File: src/rtl/fetch_sequencer.sv
// Instruction fetch sequencer: one outstanding memory read feeding a single registered decode slot.
// Define FETCH_SEQUENCER_PERF_EN to build the saturating perf_fetched/perf_bubbles counters.
module fetch_sequencer #(
    parameter logic [31:0] RESET_PC = 32'h0000_0000
) (
    input  logic        clk,
    input  logic        reset,
    input  logic        redirect_valid,
    input  logic [31:0] redirect_pc,
    input  logic        stall_d,
    output logic        mem_req_valid,
    output logic [31:0] mem_req_addr,
    input  logic        mem_req_ready,
    input  logic        mem_rsp_valid,
    input  logic [31:0] mem_rsp_data,
    output logic        if_valid,
    output logic [31:0] if_pc,
    output logic [31:0] if_pc_plus_4,
    output logic [31:0] if_instr,
    output logic [31:0] perf_fetched,
    output logic [31:0] perf_bubbles
);

    typedef enum logic [1:0] {S_REQ, S_WAIT, S_DRAIN} state_t;

    state_t      state;
    state_t      state_next;
    logic [31:0] fetch_pc;
    logic [31:0] redirect_target;
    logic        slot_free;
    logic        req_accept;
    logic        slot_load;

    assign redirect_target = redirect_pc & 32'hFFFF_FFFC;
    assign slot_free       = !if_valid || !stall_d;

    // NOTE: sequential state uses non-blocking assignments so every register samples pre-edge values.
    always_ff @(posedge clk or posedge reset) begin
        if (reset) begin
            state <= S_REQ;
        end else begin
            state <= state_next;
        end
    end

    // NOTE: default assignment first so no path through the case leaves state_next unassigned (no latch).
    always_comb begin
        state_next = state;
        case (state)
            S_REQ: begin
                // A redirect on the accept cycle still owes us a response for the old address.
                if (req_accept) begin
                    state_next = redirect_valid ? S_DRAIN : S_WAIT;
                end
            end
            S_WAIT: begin
                if (mem_rsp_valid) begin
                    state_next = S_REQ;
                end else if (redirect_valid) begin
                    state_next = S_DRAIN;
                end
            end
            S_DRAIN: begin
                if (mem_rsp_valid) begin
                    state_next = S_REQ;
                end
            end
            default: state_next = S_REQ;
        endcase
    end

    always_comb begin
        mem_req_valid = (state == S_REQ) && slot_free;
        mem_req_addr  = fetch_pc;
        req_accept    = mem_req_valid && mem_req_ready;
        slot_load     = (state == S_WAIT) && mem_rsp_valid && !redirect_valid;
    end

    // NOTE: the slot payload is reset too, so decode never observes X contents after reset.
    always_ff @(posedge clk or posedge reset) begin
        if (reset) begin
            fetch_pc     <= RESET_PC;
            if_valid     <= 1'b0;
            if_pc        <= 32'h0;
            if_pc_plus_4 <= 32'h0;
            if_instr     <= 32'h0;
        end else begin
            if (redirect_valid) begin
                fetch_pc <= redirect_target;
            end else if (slot_load) begin
                fetch_pc <= fetch_pc + 32'd4;
            end

            // Redirect wins over both a fresh response and a stalled slot.
            if (redirect_valid) begin
                if_valid <= 1'b0;
            end else if (slot_load) begin
                if_valid     <= 1'b1;
                if_pc        <= fetch_pc;
                if_pc_plus_4 <= fetch_pc + 32'd4;
                if_instr     <= mem_rsp_data;
            end else if (if_valid && !stall_d) begin
                if_valid <= 1'b0;
            end
        end
    end

`ifdef FETCH_SEQUENCER_PERF_EN
    logic [31:0] fetched_q;
    logic [31:0] bubbles_q;

    always_ff @(posedge clk or posedge reset) begin
        if (reset) begin
            fetched_q <= 32'h0;
            bubbles_q <= 32'h0;
        end else begin
            if (slot_load && (fetched_q != 32'hFFFF_FFFF)) begin
                fetched_q <= fetched_q + 32'd1;
            end
            if (!if_valid && (bubbles_q != 32'hFFFF_FFFF)) begin
                bubbles_q <= bubbles_q + 32'd1;
            end
        end
    end

    assign perf_fetched = fetched_q;
    assign perf_bubbles = bubbles_q;
`else
    assign perf_fetched = 32'h0;
    assign perf_bubbles = 32'h0;
`endif

endmodule

File: config.mk
export PLATFORM = sky130hd
export DESIGN_NAME = fetch_sequencer
export DESIGN_NICKNAME = d
export VERILOG_FILES = /design/src/rtl/fetch_sequencer.sv
export SDC_FILE = /design/constraint.sdc
export NUM_CORES = 1
export LEC_CHECK = 0
export ABC_CLOCK_PERIOD_IN_PS = 12000
export BUFFER_PORTS_ARGS = -buffer_cell sky130_fd_sc_hd__buf_2
export CORE_MARGIN = 2
export CORE_UTILIZATION = 47
export DETAILED_ROUTE_END_ITERATION = 8
export PLACE_DENSITY = 0.79
export SLEW_MARGIN = 10
export SYNTH_ARGS = -nofsm -noshare
export SYNTH_HDL_FRONTEND = slang
export SYNTH_SLANG_ARGS = --single-unit
File: constraint.sdc
create_clock -name clk -period 12 [get_ports clk]
set_input_delay 2.4 -clock clk [delete_from_list [all_inputs] [get_ports clk]]
set_output_delay 2.4 -clock clk [all_outputs]
set_load 0.005 [all_outputs]
# Word-level counts from Yosys, hierarchy flattened
# Index checks and enable logic that the tools add are counted.
totals:
  ff_bits: 131
  in_bits: 70
  out_inout_bits: 194
  word_cells: 38
op_classes:
  addsub: 1
  eq_ne: 5
  n_mux: 11
  bitwise_logic: 1
  n_reduce_logical: 14
ops:
  columns: ["cell", "n"]
  rows:
  - ["32-bit 2-to-1 mux", 2]
  - ["32-bit by 3-bit adder with 32-bit output, second input constant", 1]
  - ["2-bit 2-to-1 mux", 5]
  - ["2-bit case mux with 3 select lines", 1]
  - ["1-bit logical AND", 5]
  - ["2-bit inequality test, second input constant", 2]
  - ["1-bit zero test", 3]
  - ["1-bit 2-to-1 mux", 3]
  - ["3-bit inequality test, second input constant", 1]
  - ["3-bit AND reduction", 1]
  - ["3-bit nonzero test", 1]
  - ["2-bit by 1-bit equality test with 1-bit output, second input constant", 1]
  - ["2-bit equality test, second input constant", 1]
  - ["2-bit zero test", 1]
  - ["2-bit AND reduction", 1]
  - ["2-bit nonzero test", 1]
  - ["1-bit logical OR", 1]
  - ["1-bit NOT", 1]

# Logic depth before layout (Yosys ltp)
# Gate-level depths: netlist (run 1).
logic_depth:
  ltp_word: 6
  ltp_mapped: 7
  depth_no_buf: 6

# Worst setup path after synthesis (run 1)
# Ideal clock, no wire load.
synth_path:
  kind: "in2out"
  start: "input stall_d"
  end: "output mem_req_valid"
  arrival_time_ps: 2623
  required_time_ps: 9600
  path_slack_ps: 6977
  path_stages: 2
  n_path_buf: 0
  cell_sequence: "nand2_1 -> and2_1"
synth_between:
  elab_chain_len: 3
synth_rtl:
  columns: ["element", "line", "source"]
  rows:
  - ["start, declared", "10", "input logic stall_d,"]
  - ["1-bit zero test", "35", "assign slot_free = !if_valid || !stall_d;"]
  - ["1-bit logical OR", "35", null]
  - ["1-bit logical AND", "73", "mem_req_valid = (state == S_REQ) && slot_free;"]
  - ["end, declared", "11", "output logic mem_req_valid,"]
# Every way passes these cells.

# Worst setup path in the final report (run 1)
# Same ends and word-level chain as after synthesis.

==> out/qor.yml, run 1 <==
placement:
  io_buffers: 191
  place.gp.congestion: 0.747
  post_dp_cell_area_sq_um: 7050
  dp_hpwl_mm: 9.54
die:
  fp.dieW_um: 119
  ios: 264
  num_rows: 42
  dieArea_sq_um: 14300
  die_h_um: 119
  start_util_pct: 47.6
  core-area_sq_um: 13100
synthesis:
  synth_area_leaders: "dfrtp_1 (50%), mux2_2 (12%), buf_4 (8.5%)"
  synth_top_area_share_pct: 50.0
  syn_inst: 578
  synth-warning-count: 0
  synth_cell_types: 41
  async_flop_share_pct: 100
  ys_top_cells_by_count: "dfrtp_1 (125), buf_4 (71), mux2_2 (64), nand2_1 (48), nor2_1 (44)"
  synth_ff_type: "dfrtp_1"
  synth_top_area_cell: "dfrtp_1"
  yosysMostFrequentCell: "dfrtp_1"
  synth_edf_count: 0
  seq_area_frac_synth_pct: 50.0
  synth_area_sq_um: 6260
  synth_area_per_cell_sq_um: 10.8
  ys_ff_latch: 125
detailed_routing:
  drc: 0
  wl_per_cell_um: 14.7
  drt_iter0_markers: 239
  ant_nets: 0
  via_per_inst: 4.77
  vias: 4516
  wl_mm: 13.9
  first_pass_iters: 4
timing:
  hold_violations: 0
  worst_slew_pin_slew_ns: 0.832
  slew_viol_final: 0
  rsz0062_at_grt: "no"
  period_share_pct: 43.6
  fin_skew_ns: 0.00672
  period_needed_ns: 5.24
  max_freq_ghz: 0.191
  max_slew_margin_pct: 44.5
  fin_tns_setup_ns: 0
  setup_violations: 0
worst_setup_path:
  crit_required_ns: 9.60
  regToRegStartpoint: "state[1]$_DFFE_PP0P_"
  criticalPathCategory: "in2out"
  reg2regPathDepth: 6
  startpoint_type: "input port"
  crit_start: "stall_d"
  endpoint: "mem_req_valid"
  reg2reg_slack_ns: 9.02
  path_max_fanout: 4
  end_kind: "output pin"
  reg2reg_to: "if_instr[0]$_DFFE_PP0P_"
  crit_arrival_ns: 2.84
run:
  maxCapViolCount: 0
clocking:
  cts_tree: "done"
  clkTransAtPathRegs_ns: 0.05
  cts_resized: 0
  clk_latency_ns: 0.42
  hold_buffers: 0
  cts-root-buf: "clkbuf_16"
  clock_sinks: 125
  cts_buffer_depth: 2
  ctsHtreeMaxLevel: 4
  postCtsSetupBuffers: 0
  cts_buffers: 17
layout:
  n_antenna_cell: 0
  area_growth_pct: 22.7
  design_area_sq_um: 7680
  nNetsFinal: 828
  drive_above_1_share_pct: 40.9
worst_hold_path:
  min_path_type: "reg2reg"
power:
  p_per_area_nw_per_um2: 205
  max-vdd-ir-drop_uv: 87.6
  p_leak_nw: 3.62
global_route:
  grt_max_degree: 66
  grt_pass1_vias: 4224
  antenna_found_initial: 0
  grt_overflow: 0
  grt_use_total_pct: 19.9
  grt_first_pass_wirelength_mm: 22.0
run_status:
  status: "finished clean"
==> metal layers <==
layer,share of wire [%],global-route usage [%]
met1,43,25.2
met2,50,33.3
met3,6.6,5.65
met4,1.0,6.03
met5,0,0
==> report_power, final <==
part           total, mW  switching [mW]  internal (mW)
logic              0.376           0.163          0.213
registers          0.661          0.0889          0.572
clock network      0.540           0.184          0.356
total               1.58           0.436           1.14
==> kinds of logic (layout without fill, tap and decap cells) <==
group	count (synthesis)	in the layout	share of synthesized area (%)
AND/OR/NAND/NOR	157	157	13.8
flip-flops	125	125	50.0
buffers and inverters	110	233	11.3
multiplexers	65	65	11.7
AO/OA/AOI/OAI	63	63	5.10
XOR/XNOR	56	56	7.84
adder cells (fa/ha/maj)	1	1	0.200
other	1	70	0.0599
==> registers in the layout, indices dropped and copies added, names as in the netlist <==
signal and count:
state 2, if_pc 30, if_pc_plus_4 30, if_instr 32, mem_req_addr 30, if_valid 1
==> critical path: stages <==
cell and delay (ns):
buf_2 0.10, nand2_1 0.10, and2_1 0.13, buf_2 0.10
==> cells in the final DEF (no fill, tap or decap), types with 8 or more instances in the layout <==
cell type	n
xnor2_1	33
xor2_1	23
o21ai_1	8
clkbuf_16	17
nor3_2	9
dfrtp_1	125
nor2_1	43
nand4_1	8
o21ai_0	23
mux2_2	64
buf_2	191
a21oi_1	30
nand2_1	48
nand3_1	15
conb_1	70
==> through the flow <==
step | hold slack [ns] | util (%) | cells | worst slack, ns | power (mW)
after floorplan | 0.473 | - | 647 | 6.27 | 0.864
after global placement | 0.483 | 53.7 | 914 | 6.76 | 1.03
after detailed placement | 0.490 | 53.7 | 914 | 6.76 | 1.05
after CTS | 0.502 | 58.4 | 946 | 6.75 | 1.60
after global routing | 0.509 | 58.4 | 946 | 6.72 | 1.67
final | 0.498 | 58.4 | 946 | 6.76 | 1.58
==> worst min-delay path by stage <==
stage	start	to	slack [ns]	cells past startpoint
global route	if_instr[22]$_DFFE_PP0P_	if_instr[22]$_DFFE_PP0P_	0.51	1
finish	if_pc[21]$_DFFE_PP0P_	if_pc[21]$_DFFE_PP0P_	0.50	1
detailed placement	if_pc[28]$_DFFE_PP0P_	if_pc[28]$_DFFE_PP0P_	0.49	1
CTS	if_pc[28]$_DFFE_PP0P_	if_pc[28]$_DFFE_PP0P_	0.50	1
global placement	if_instr[18]$_DFFE_PP0P_	if_instr[18]$_DFFE_PP0P_	0.48	1
floorplan	state[1]$_DFFE_PP0P_	state[0]$_DFFE_PP0P_	0.47	1
==> cell type report <==
cell class / instances / area, sq um
Clock buffer: 20 / 457
Multi-Input combinational cell: 412 / 2690
Sequential cell: 125 / 3130
Timing Repair Buffer: 196 / 993
Inverter: 5 / 23.8
Clock inverter: 12 / 168
Tap cell: 176 / 220
Fill cell: 1147 / 5460
Note: power is estimated with default switching activity, not from simulation.
==> inputs of run 2 (changes only) <==
--- a/config.mk
+++ b/config.mk
@@ -5,7 +5,7 @@
 export SDC_FILE = /design/constraint.sdc
 export NUM_CORES = 1
 export LEC_CHECK = 0
-export ABC_CLOCK_PERIOD_IN_PS = 12000
+export ABC_CLOCK_PERIOD_IN_PS = 5200
 export BUFFER_PORTS_ARGS = -buffer_cell sky130_fd_sc_hd__buf_2
 export CORE_MARGIN = 2
 export CORE_UTILIZATION = 47
==> constraint.sdc (replaced) <==
create_clock -name clk -period 5.2 [get_ports clk]
set_input_delay 1.04 -clock clk [delete_from_list [all_inputs] [get_ports clk]]
set_output_delay 1.04 -clock clk [all_outputs]
set_load 0.005 [all_outputs]
==> run 2 against run 1 <==
Net effect:
- clock skew increased by 0.0023 ns
- via count down 0.13%
- clock power increased by 130%
- core utilization barely moved
- hold slack gained 0.00063 ns
- critical path depth is the same
- sequential share of layout area about the same
- non-clock buffer count stayed put
- worst setup slack worse by 4.1 ns
- flip-flop and latch count unchanged
- critical path type unchanged
==> out/qor.yml, run 2 (same netlist as run 1, synthesis figures left out) <==
layout:
  regMostFlops: "if_instr"
  largest_register_ffs: 32
  multi_input_area_sq_um: 2690
  n_antenna_cell: 0
  final_common_cell: "buf_2"
  nNetsFinal: 828
  drive_above_1_share_pct: 40.8
  area_growth_pct: 22.7
  final_cell_mix: "buf_2 (191), dfrtp_1 (125), conb_1 (70), mux2_2 (64), nand2_1 (48)"
  fillCellCount: 1142
  fin_cells: 946
  seqCellArea_sq_um: 3130
clocking:
  clock_sinks: 125
  clk_latency_ns: 0.41
  ctsHtreeMaxLevel: 4
  clkTransAtPathRegs_ns: 0.05
  cts_buffers: 17
  cts-root-buf: "clkbuf_16"
  cts_tree: "done"
  postCtsSetupBuffers: 0
  cts_buffer_depth: 2
  cts_resized: 0
  hold_buffers: 0
timing:
  period_share_pct: 48.4
  max_slew_margin_pct: 46.4
  setup_violations: 0
  rsz0062_at_grt: "no"
  period_needed_ns: 2.52
  fin_skew_ns: 0.00906
  slew_viol_final: 0
  worst_slew_pin_slew_ns: 0.796
  hold_violations: 0
  worst_slack_ns: 2.68
  fin_tns_setup_ns: 0
  max_freq_ghz: 0.397
detailed_routing:
  wl_mm: 13.8
  ant_nets: 0
  via_per_inst: 4.77
  vias: 4510
  drt_iter0_markers: 191
  wl_per_cell_um: 14.6
  drc: 0
  first_pass_iters: 4
global_route:
  grt_overflow: 0
  grt_first_pass_wirelength_mm: 21.8
  antenna_found_initial: 0
  grt.met2_usage_pct: 32.8
  top_usage_layer: "met2"
  grt_max_degree: 101
  grt_pass1_vias: 4327
  met3_usage_pct: 4.89
  grt_use_total_pct: 19.6
  grtUsageMet1_pct: 24.5
power:
  p_leak_nw: 3.62
  max-vdd-ir-drop_uv: 247
  p_per_area_nw_per_um2: 472
die:
  start_util_pct: 47.6
  core-area_sq_um: 13100
  ios: 264
  num_rows: 42
  die_h_um: 119
  dieArea_sq_um: 14300
  fp.dieW_um: 119
worst_setup_path:
  criticalPathCategory: "in2out"
  end_kind: "output pin"
  slowest_stage: "and2_1"
  crit_required_ns: 4.16
  critPathMaxStageDelay_ns: 0.14
  endpoint: "mem_req_valid"
  path_max_fanout: 4
  regToRegStartpoint: "mem_req_addr[2]$_DFFE_PP0P_"
  crit_arrival_ns: 1.48
  crit_top_cell: "buf_2"
  reg2reg_to: "if_pc_plus_4[28]$_DFFE_PP0P_"
  reg2regPathDepth: 6
  reg2reg_slack_ns: 2.80
  startpoint_type: "input port"
  crit_start: "stall_d"
  worstPathCellList: "buf_2 > nand2_1 > and2_1 > buf_2"
placement:
  io_buffers: 191
  place.gp.congestion: 0.754
  dp_cells: 914
  place_ws_ns: 2.25
  dp_hpwl_mm: 9.58
worst_hold_path:
  min_path_type: "reg2reg"
run_status:
  status: "finished clean"
run:
  maxCapViolCount: 0
-- run 2: final cells by class --
class	count	area share [%]
Inverter	5	0.310
Clock inverter	12	2.20
Tap cell	176	2.87
Sequential cell	125	40.7
Clock buffer	20	5.82
Timing Repair Buffer	196	13.1
Multi-Input combinational cell	412	35.0
-- run 2: per-stage QoR --
step | total power, mW | hold slack (ns) | cell area [sq um] | util (%)
global route | 3.84 | 0.509 | 7680 | 58.5
finish | 3.62 | 0.499 | 7680 | 58.5
floorplan | 1.99 | 0.473 | 6520 | -
global placement | 2.37 | 0.483 | 7060 | 53.8
detailed placement | 2.42 | 0.490 | 7060 | 53.8
CTS | 3.67 | 0.503 | 7680 | 58.5
-- run 2: worst min path at each step --
stage,start,endpoint,slack (ns),depth (start not counted)
floorplan,state[1]$_DFFE_PP0P_,state[0]$_DFFE_PP0P_,0.47,1
global placement,if_instr[18]$_DFFE_PP0P_,if_instr[18]$_DFFE_PP0P_,0.48,1
detailed placement,if_instr[22]$_DFFE_PP0P_,if_instr[22]$_DFFE_PP0P_,0.49,1
CTS,if_instr[26]$_DFFE_PP0P_,if_instr[26]$_DFFE_PP0P_,0.50,1
global route,if_pc[17]$_DFFE_PP0P_,if_pc[17]$_DFFE_PP0P_,0.51,1
finish,if_instr[26]$_DFFE_PP0P_,if_instr[26]$_DFFE_PP0P_,0.50,1
-- run 2: worst max-delay path, delay by kind of cell --
kind          cells  cell delay [ns]
buf+inv           2             0.19
simple gates      2             0.24
-- run 2: report_power, final --
| group | internal [mW] | switching [mW] |
|---|---|---|
| Sequential | 1.32 | 0.207 |
| Combinational | 0.493 | 0.375 |
| Clock | 0.810 | 0.419 |
-- run 2: layer usage --
metal,up-vias,part of all wire [%]
li1,2160,-
met1,2166,43
met2,165,49
met3,19,6.0
met4,0,1.8
met5,-,0
==> inputs of run 3 (changes only) <==
--- a/config.mk
+++ b/config.mk
@@ -5,12 +5,12 @@
 export SDC_FILE = /design/constraint.sdc
 export NUM_CORES = 1
 export LEC_CHECK = 0
-export ABC_CLOCK_PERIOD_IN_PS = 5200
+export ABC_CLOCK_PERIOD_IN_PS = 2200
 export BUFFER_PORTS_ARGS = -buffer_cell sky130_fd_sc_hd__buf_2
 export CORE_MARGIN = 2
-export CORE_UTILIZATION = 47
+export CORE_UTILIZATION = 44
 export DETAILED_ROUTE_END_ITERATION = 8
-export PLACE_DENSITY = 0.79
+export PLACE_DENSITY = 0.77
 export SLEW_MARGIN = 10
 export SYNTH_ARGS = -nofsm -noshare
 export SYNTH_HDL_FRONTEND = slang
==> constraint.sdc (replaced) <==
create_clock -name clk -period 2.2 [get_ports clk]
set_input_delay 0.44 -clock clk [delete_from_list [all_inputs] [get_ports clk]]
set_output_delay 0.44 -clock clk [all_outputs]
set_load 0.005 [all_outputs]
==> run 3 against run 2 <==
Net effect:
- flip-flop and latch count did not move
- sequential power rose by 130%
- wire length rose by 0.12%
- register-to-register slack got worse by 2.5 ns
- largest cell class unchanged
- clock skew fell by 0.0012 ns
- combinational power rose by 150%
- worst setup slack got worse by 2.4 ns
- global-route usage fell by 0.66 points
- non-clock buffer count rose by 25
- sequential share of layout area fell by 0.89 points
==> out/qor.yml, run 3 (same netlist as run 1, synthesis figures left out) <==
worst_setup_path:
  crit_required_ns: 2.50
  slowest_stage: "dfrtp_1"
  path_max_fanout: 6
  end_kind: "register"
  criticalPathCategory: "reg2reg"
  crit_arrival_ns: 2.24
  path_buf_inv: 1
  critPathMaxStageDelay_ns: 0.47
  startpoint_type: "register"
  worstPathCellList: "nand4_1 > nor4_1 > buf_4 > nand3_1 > xnor2_1 > mux2_2"
  path_delay_family: "simple AND/OR/NAND/NOR gates"
detailed_routing:
  wl_per_cell_um: 14.2
  vias: 4596
  first_pass_iters: 4
  wl_mm: 13.8
  via_per_inst: 4.72
  drc: 0
  drt_iter0_markers: 183
  ant_nets: 0
layout:
  n_antenna_cell: 0
  largest_register_ffs: 32
  fillCellCount: 1229
  nNetsFinal: 853
  final_cell_mix: "buf_2 (191), dfrtp_1 (125), conb_1 (70), mux2_2 (64), nand2_1 (48)"
  final_core_util_pct: 56.6
  regMostFlops: "if_instr"
  multi_input_area_sq_um: 2690
  area_growth_pct: 25.5
  seqCellArea_sq_um: 3130
  drive_above_1_share_pct: 42.8
  final_common_cell: "buf_2"
clocking:
  postCtsSetupBuffers: 0
  cts_buffer_depth: 2
  cts_buffers: 17
  clock_sinks: 125
  cts_tree: "done"
  cts-root-buf: "clkbuf_16"
  cts_resized: 0
  clkTransAtPathRegs_ns: 0.06
  hold_buffers: 0
  clk_latency_ns: 0.42
  ctsHtreeMaxLevel: 4
timing:
  fin_tns_setup_ns: 0
  max_freq_ghz: 0.514
  worst_slew_pin_slew_ns: 0.652
  period_needed_ns: 1.94
  rsz0062_at_grt: "no"
  hold_violations: 0
  max_slew_margin_pct: 56.6
  fin_skew_ns: 0.00785
  setup_violations: 0
  slew_viol_final: 0
  period_share_pct: 88.4
global_route:
  grt_pass1_vias: 4360
  grt_max_degree: 126
  grt_use_total_pct: 18.9
  grt_first_pass_wirelength_mm: 22.0
  antenna_found_initial: 1
  grt_overflow: 0
die:
  ios: 264
  num_rows: 43
  fp.dieW_um: 123
  dieArea_sq_um: 15200
  core-area_sq_um: 13900
  start_util_pct: 45.1
  die_h_um: 123
placement:
  place.gp.congestion: 0.763
  io_buffers: 191
  dp_hpwl_mm: 9.83
worst_hold_path:
  min_path_type: "in2async"
run:
  maxCapViolCount: 0
run_status:
  status: "finished clean"
power:
  max-vdd-ir-drop_uv: 482
  p_leak_nw: 3.72
  p_per_area_nw_per_um2: 1070
==> run 3: metal layers <==
metal / global-route usage (%) / vias up / part of all wire [%]
met2: 29.0 / 182 / 47
met3: 5.67 / 19 / 7.6
met1: 25.2 / 2184 / 44
li1: - / 2211 / -
met5: 0 / - / 0
met4: 7.32 / 0 / 1.7
==> run 3: worst paths after layout <==
path,endpoint,slack (ns),cells after the start,startpoint
worst max-delay path,mem_req_addr[30]$_DFFE_PP0P_,0.26,6,mem_req_addr[25]$_DFFE_PP0P_
worst min-delay path,if_pc_plus_4[22]$_DFFE_PP0P_,0.23,3,reset
worst max register to register,mem_req_addr[30]$_DFFE_PP0P_,0.26,6,mem_req_addr[25]$_DFFE_PP0P_
worst min register to register,if_instr[5]$_DFFE_PP0P_,0.50,1,if_instr[5]$_DFFE_PP0P_
max in group asynchronous,mem_req_addr[11]$_DFFE_PP0P_,1.50,3,reset
min in group clk,mem_req_addr[17]$_DFFE_PP0P_,0.23,3,redirect_pc[17]
==> run 3: worst register-to-register path, stage by stage, from the launching register on <==
cell	delay (ns)
dfrtp_1	0.47
nand4_1	0.33
nor4_1	0.36
buf_4	0.19
nand3_1	0.10
xnor2_1	0.14
mux2_2	0.26
==> run 3: final cells by class <==
type	instances	area share (%)
Sequential cell	125	39.8
Multi-Input combinational cell	412	34.2
Timing Repair Buffer	221	15.5
Clock buffer	21	6.12
Tap cell	180	2.87
Clock inverter	10	1.15
Inverter	5	0.287
==> run 3: power breakdown <==
| part | switching, mW | internal [mW] |
|---|---|---|
| combinational | 0.947 | 1.21 |
| sequential | 0.422 | 3.12 |
| clock | 1.01 | 1.66 |
==> run 3: through the flow <==
stage | setup WS, ns | cells | power (mW) | hold WS, ns | instance area, sq um
final | 0.255 | 974 | 8.36 | 0.230 | 7850
after global routing | 0.0698 | 974 | 8.93 | 0.233 | 7850
after CTS | 0.263 | 974 | 8.48 | 0.216 | 7850
after detailed placement | 0.282 | 943 | 5.77 | 0.490 | 7280
after global placement | 0.299 | 943 | 5.68 | 0.484 | 7280
after floorplan | 0.221 | 647 | 4.71 | 0.473 | 6520
